<file path="config.mk">
export PLATFORM = sky130hd
export DESIGN_NAME = debug_pin_scheduler
export DESIGN_NICKNAME = d
export VERILOG_FILES = /design/src/rtl/debug_pin_scheduler.sv
export SDC_FILE = /design/constraint.sdc
export NUM_CORES = 1
export LEC_CHECK = 0
export BUFFER_PORTS_ARGS = -buffer_cell sky130_fd_sc_hd__buf_2
export CORE_ASPECT_RATIO = 0.75
export CORE_MARGIN = 2
export CORE_UTILIZATION = 50
export CTS_BUF_LIST = sky130_fd_sc_hd__clkbuf_4 sky130_fd_sc_hd__clkbuf_8
export CTS_CLUSTER_SIZE = 8
export DETAILED_ROUTE_END_ITERATION = 8
export GPL_TIMING_DRIVEN = 0
export PLACE_DENSITY = 0.75
export REMOVE_ABC_BUFFERS = 1
export SLEW_MARGIN = 20
export SYNTH_ARGS = -nofsm -noshare
export SYNTH_HDL_FRONTEND = slang
export SYNTH_SLANG_ARGS = --single-unit
</file>
<file path="constraint.sdc">
create_clock -name clk -period 3.4 [get_ports clk]
set_input_delay 0.51 -clock clk [delete_from_list [all_inputs] [get_ports clk]]
set_output_delay 0.51 -clock clk [all_outputs]
set_load 0.02 [all_outputs]
</file>
<file path="src/rtl/debug_pin_scheduler.sv">
// Round-robin scheduler that shares one debug pin between NUM_REQ requesters.
// Each grant sends a START/DATA(MSB first)/STOP frame; the idle pin carries a heartbeat.
module debug_pin_scheduler #(
    parameter int NUM_REQ = 4,
    parameter int CODE_W  = 8,
    parameter int DIV_W   = 16,
    localparam int ID_W   = $clog2(NUM_REQ)
) (
    input  logic                      clk,
    input  logic                      rst_n,
    input  logic [NUM_REQ-1:0]        req,
    input  logic [NUM_REQ*CODE_W-1:0] code,
    output logic [NUM_REQ-1:0]        ack,
    input  logic                      hb_en,
    input  logic [DIV_W-1:0]          hb_div,
    output logic                      dbg_out,
    output logic                      busy,
    output logic [ID_W-1:0]           grant_id,
    output logic [1:0]                dbg_state
);

    localparam int BIT_W = $clog2(CODE_W + 1);

    typedef enum logic [1:0] {IDLE, START, DATA, STOP} state_t;

    state_t              state, state_n;
    logic [ID_W-1:0]     ptr, ptr_n, sel, grant_id_n;
    logic                found;
    logic [CODE_W-1:0]   shreg, shreg_n;
    logic [BIT_W-1:0]    bit_cnt, bit_cnt_n;
    logic [DIV_W-1:0]    hb_cnt, hb_cnt_n;
    logic                hb, hb_n, dbg_n;
    logic [NUM_REQ-1:0]  ack_n;

    // Round-robin pick: first set request at or after ptr, wrapping.
    always_comb begin
        found = 1'b0;
        sel   = '0;
        for (int k = 0; k < NUM_REQ; k++) begin
            if (!found && req[(int'(ptr) + k) % NUM_REQ]) begin
                found = 1'b1;
                sel   = ID_W'((int'(ptr) + k) % NUM_REQ);
            end
        end
    end

    // Heartbeat only advances in IDLE; during a frame counter and hb stay frozen.
    always_comb begin
        hb_n     = hb;
        hb_cnt_n = hb_cnt;
        if (state == IDLE) begin
            if (!hb_en) begin
                hb_cnt_n = '0;
            end else if (hb_cnt >= hb_div) begin
                hb_n     = ~hb;
                hb_cnt_n = '0;
            end else begin
                hb_cnt_n = hb_cnt + DIV_W'(1);
            end
        end
    end

    always_comb begin
        state_n    = state;
        ptr_n      = ptr;
        grant_id_n = grant_id;
        shreg_n    = shreg;
        bit_cnt_n  = bit_cnt;
        ack_n      = '0;
        dbg_n      = 1'b0;
        case (state)
            IDLE: begin
                if (found) begin
                    state_n    = START;
                    ptr_n      = (int'(sel) == NUM_REQ - 1) ? '0 : sel + ID_W'(1);
                    grant_id_n = sel;
                    shreg_n    = code[int'(sel)*CODE_W +: CODE_W];
                    ack_n      = NUM_REQ'(1) << sel;
                    dbg_n      = 1'b1;
                end else begin
                    dbg_n = hb_n;
                end
            end
            START: begin
                state_n   = DATA;
                bit_cnt_n = '0;
                dbg_n     = shreg[CODE_W-1];
            end
            DATA: begin
                if (bit_cnt == BIT_W'(CODE_W - 1)) begin
                    state_n = STOP;
                    dbg_n   = 1'b0;
                end else begin
                    bit_cnt_n = bit_cnt + BIT_W'(1);
                    shreg_n   = shreg << 1;
                    dbg_n     = shreg_n[CODE_W-1];
                end
            end
            STOP: begin
                state_n = IDLE;
                dbg_n   = hb;
            end
            default: state_n = IDLE;
        endcase
    end

    always_ff @(posedge clk) begin
        if (!rst_n) begin
            state    <= IDLE;
            ptr      <= '0;
            grant_id <= '0;
            shreg    <= '0;
            bit_cnt  <= '0;
            hb_cnt   <= '0;
            hb       <= 1'b0;
            ack      <= '0;
            dbg_out  <= 1'b0;
        end else begin
            state    <= state_n;
            ptr      <= ptr_n;
            grant_id <= grant_id_n;
            shreg    <= shreg_n;
            bit_cnt  <= bit_cnt_n;
            hb_cnt   <= hb_cnt_n;
            hb       <= hb_n;
            ack      <= ack_n;
            dbg_out  <= dbg_n;
        end
    end

    assign busy      = (state != IDLE);
    assign dbg_state = state;

endmodule

</file>
### Yosys cells after proc, flatten, opt, wreduce, memory -nomap -nowiden

Cells that the tools add are included.
W data, S select, Z words.

* $add $sub $neg: 6
* $lt $le $gt $ge: 5
* equality and inequality tests: 8
* shifts and indexed selects: 2
* muxes and demuxes: 36
* bitwise logic cells: 4
* reductions and logical operators: 18

Operators with widths (number)
* $mux W16: 2
* $shiftx A32 B6 Y8: 1
* $add A16 B1 Y16 const B: 1
* $ge A16 B16 Y1: 1
* $mux W1: 16
* $mux W8: 2
* $pmux W8 S2: 1
* $mux W2: 7
* $lt A3 B4 Y1 const B: 3
* $bmux W1 S2: 4
* $pmux W2 S4: 1
* $pmux W4 S2: 1
* $ne A2 B2 Y1 const B: 3
* $reduce_and A2 Y1: 3
* $reduce_and A3 Y1: 2
* $reduce_bool A2 Y1: 3
* $reduce_or A2 Y1: 3
* $add A2 B1 Y2 const B: 2
* $add A2 B2 Y2 const B: 2
* $add A4 B1 Y4 const B: 1
* $eq A2 B1 Y1 const B: 2
* $eq A2 B2 Y1 const B: 2
* $eq A4 B3 Y1 const B: 1
* $mux W4: 1
* other kinds (8): 14

* register bits after elaboration: 40
* input bits: 55
* output and inout bits: 10
* word-level logic and storage cells: 88

### Depth between registers and ports, before layout

* word-level depth: 17
* mapped depth: 9
* mapped depth without buffers: 8

### Worst setup path after synthesis

OpenSTA, ideal clock, no wires.

* kind: input-to-reg
* start point: in hb_div[5]
* end point: reg dbg_out
* setup time: 120 ps
* arrival: 2006 ps
* data required time: 3280 ps
* setup slack: 1275 ps
* stages on the path: 8
* buffers on the path: 0
* cells stage by stage: inv_1 ha_1 o21a_1 o211ai_1 a2111oi_2 a21o_1 a21oi_1 o31a_1

* cells in the longest elaborated chain, start to end: 6

Ends and longest elaborated chain
* start: declaration: RTL line 15 `input logic [DIV_W-1:0] hb_div,`
* $ge A16 B16 Y1: RTL line 54 `end else if (hb_cnt >= hb_div) begin`
* $mux W1: RTL line 54
* $mux W1: RTL line 52 `if (!hb_en) begin`
* $mux W1: RTL line 51 `if (state == IDLE) begin`
* $mux W1: RTL line 73 `if (found) begin`
* $pmux W1 S4: RTL line 71 `case (state)`
* end signal: assignment: RTL line 127 `dbg_out <= dbg_n;`
* end: declaration: RTL line 16 `output logic dbg_out,`

Every way passes these cells.
A chain may end at the register's enable or synchronous reset.

### Worst setup path in the final report

* start point: reg state[0], in the netlist dbg_state[0]
* end point: reg shreg[1]

* cells in the longest elaborated chain, start to end: 3
* elaborated cells between the ends (all ways): 7
* classes of those cells: eq/ne (3); mux (1); reduce/logical (3)

Ends and longest elaborated chain
* start: declaration: RTL line 26 `state_t state, state_n;`
* start signal: assignment: RTL line 119 `state <= state_n;`
* $eq A2 B2 Y1 / $logic_not A2 Y1 (equally long branches): RTL line 71
* $ne A2 B2 Y1 (no line) / $reduce_bool A2 Y1 (equally long branches)
* $reduce_and A3 Y1 (no line)
* end signal: assignment: RTL line 122 `shreg <= shreg_n;`
* end: declaration: RTL line 29 `logic [CODE_W-1:0] shreg, shreg_n;`

Several ways; a longest one is shown, not always the timed one.

==> summary.txt <==
Timing
  – Tmin final: roughly 2.3 ns
  – Setup violators final: 0
  – Fmax: approximately 430 MHz
  – RSZ-0062 raised after global routing: false
  – Slew @ Worst Pin: 0.837 ns
  – Final worst-path cycle share: between 60 and 70%
  – Worst rel slew slack: 44.0%
  – Setup TNS: 0 ns
  – Max Slew Vio Count: 0
  – Setup WS post-layout: about 1.1 ns
  – Final Hold Vio Count: 0
  – Skew final: approximately 0.012 ns

Synth
  – #FFs+latches synth: 40
  – Main synth FF type: dfxtp_1
  – Synth Instances: between 300 and 400
  – Synth Area per Inst: 8.40 sq um
  – Mapped Area: about 2700 sq um
  – Seq/Total Area, Yosys: between 20% and 30%
  – Synth async-reset ratio: 0%
  – Ys Warns: 0
  – Number of distinct library cells after synthesis: 59
  – EDFF count, synth: 0

Finish
  – Post-route insts no fill: around 460
  – Layout cells sized above 1: 21.6%
  – Fill count: 500
  – Nets: around 460
  – N_diodes: 0
  – P&R area growth vs syn: 16.4%
  – Leading cell type in the layout, fill and taps excluded: buf_2
  – Commonest non-fill, non-tap cells in the layout: buf_2 (64), dfxtp_1 (40), nand2_1 (34), a21oi_1 (23), ha_1 (23)

Detailed routing
  – DR vias: 2538
  – Via-to-Cell Ratio: 5.53
  – Drt first pass iters: 5
  – DR DRC count: 0
  – Final antenna-violating net count: 0
  – Avg WL per Cell: 13.2 um
  – Starting DRT DRC Count: 127
  – Routed WL: slightly above 6000 um

Floorplan
  – Core outline area: 5300 sq um
  – Die Wd: a little under 90 um
  – Row count: 23
  – Vert. Die Dim: between 60 and 70 um
  – I/O pin count: 65
  – Starting Density: between 50% and 60%
  – Die area: approximately 6100 sq um

Clock network
  – Post-CTS Setup Repair Bufs: 0
  – Clock buffer depth: 2
  – H-tree depth: 2
  – Clk slew on worst S/H paths: roughly 0.080 ns
  – CTS buffer count: 5
  – Clock sinks: 40
  – Clock latency at the later pin of the worst-skew pair: around 0.3 ns
  – CTS resizes: 0
  – Hold-fix buffers, CTS: 0
  – CTS tree: yes
  – Root Driver: clkbuf_8

Setup path
  – CP Class: reg2reg
  – Critical Path RT: approximately 3.6 ns
  – Worst setup EP type: register
  – Critical path fanouts, max: 20
  – CP arrival: ~2.6 ns
  – Startpoint type of the worst setup path: register

Global routing
  – GRT Util Overall: 21.4%
  – Largest net degree at the start of global routing: 29
  – First-pass GRT wire length: between 10000 and 15000 um
  – Initial antenna violation count: 0
  – GRT overflow: 0
  – Vias in the first global route: 2300

Place
  – Pre-CTS setup slack: roughly 0.94 ns
  – Global placement routability congestion: between 0.8 and 0.9
  – Final HPWL DP: 4540 um
  – Placed Cells: approximately 450
  – PortBufs: 64

Pwr
  – Cell Pwr Density: approximately 600 nW/um^2
  – Peak supply drop: 457 uV
  – Pleak: between 1 and 1.5 nW

Hold path
  – Hold Path Class: reg2reg

Outcome
  – Status: completed

Job
  – Max-cap viol count: 0
-- metrics by stage --
| step | power [mW] | hold slack (ns) | instance area [sq um] | util, % |
|---|---|---|---|---|
| after floorplan | 1.26 | 0.440 | 2620 | - |
| after global placement | 1.45 | 0.450 | 3030 | 57.3 |
| after detailed placement | 1.48 | 0.461 | 3050 | 57.6 |
| after CTS | 1.90 | 0.472 | 3170 | 59.9 |
| after global routing | 2.03 | 0.512 | 3170 | 59.9 |
| final | 1.90 | 0.468 | 3170 | 59.9 |
-- final cells by class --
type / count / area [sq um] / area share [%]
Multi-Input combinational cell: 249 / 1740 / 54.9
Clock inverter: 2 / 38.8 / 1.22
Clock buffer: 6 / 82.6 / 2.61
Sequential cell: 40 / 801 / 25.3
Tap cell: 75 / 93.8 / 2.96
Inverter: 22 / 82.6 / 2.61
Timing Repair Buffer: 65 / 332 / 10.5
-- registers in the layout, summed over array words and instances, names as in the netlist, named ones only --
register / cells
hb_cnt: 16
shreg: 8
ack: 4
bit_cnt: 4
dbg_state: 2
grant_id: 2
dbg_out: 1
hb: 1
ptr: 1
-- path summary, 6_finish.rpt --
path / start / to / slack [ns] / depth (start not counted)
worst max-delay path: dbg_state[0] / shreg[1] / 1.06 / 7
worst min-delay path: hb_cnt[15] / hb_cnt[15] / 0.47 / 2
worst max register to register: dbg_state[0] / shreg[1] / 1.06 / 7
worst min register to register: hb_cnt[15] / hb_cnt[15] / 0.47 / 2
-- worst max-delay path, cell delays in order, from the launching register on --
cell,delay (ns)
dfxtp_1,0.39
inv_1,0.11
ha_1,0.43
nand4b_1,0.21
o21ai_0,0.10
nor2_1,0.66
o21ai_0,0.16
a31oi_1,0.20
-- metal layers --
layer,global-route usage (%),routed length [um],vias to the layer above
li1,-,-,1315
met1,29.1,3000,1158
met2,34.3,2670,61
met3,4.10,325,4
met5,0,0,-
met4,7.28,57,0
-- report_power, final --
group	leakage (nW)	internal (mW)	total (mW)	switching (mW)
Combinational	1.07	0.352	0.833	0.481
Clock	0.0614	0.240	0.417	0.177
Sequential	0.326	0.567	0.647	0.0803
Total	1.46	1.16	1.90	0.738
-- cell usage after synthesis, types with 2 or more instances --
cell	instances	area, sq um
and3_1	5	31.3
ha_1	23	288
o22a_1	7	61.3
a21o_1	2	15.0
clkbuf_1	3	11.3
nand2b_1	6	37.5
nor2b_1	6	37.5
or3_1	3	18.8
mux2i_1	20	200
nor4_1	3	18.8
buf_6	4	45.0
nand4_1	6	37.5
a21boi_0	3	22.5
a31oi_1	15	93.8
o2111ai_1	2	17.5
inv_1	22	82.6
o21ai_0	19	95.1
nand3_1	7	35.0
o21a_1	6	45.0
and2_1	5	31.3
a22oi_1	2	15.0
buf_2	4	20.0
dfxtp_1	40	801
a21oi_1	24	120
o21ai_1	2	10.0
nor3b_1	4	30.0
o2bb2ai_1	3	26.3
nor3_1	2	10.0
nand2_1	34	128
nor2_1	12	45.0
nand3b_1	2	15.0
-- logic make-up after synthesis --
family	synth area share [%]
muxes	7.77
xor gates and xnor gates	0.322
DFF	29.4
buffers and inverters	6.85
AOI/OAI and AO/OA	24.5
adders and majority gates	10.6
and+or+nand+nor	20.5
Note: power is estimated with default switching activity, not from simulation.
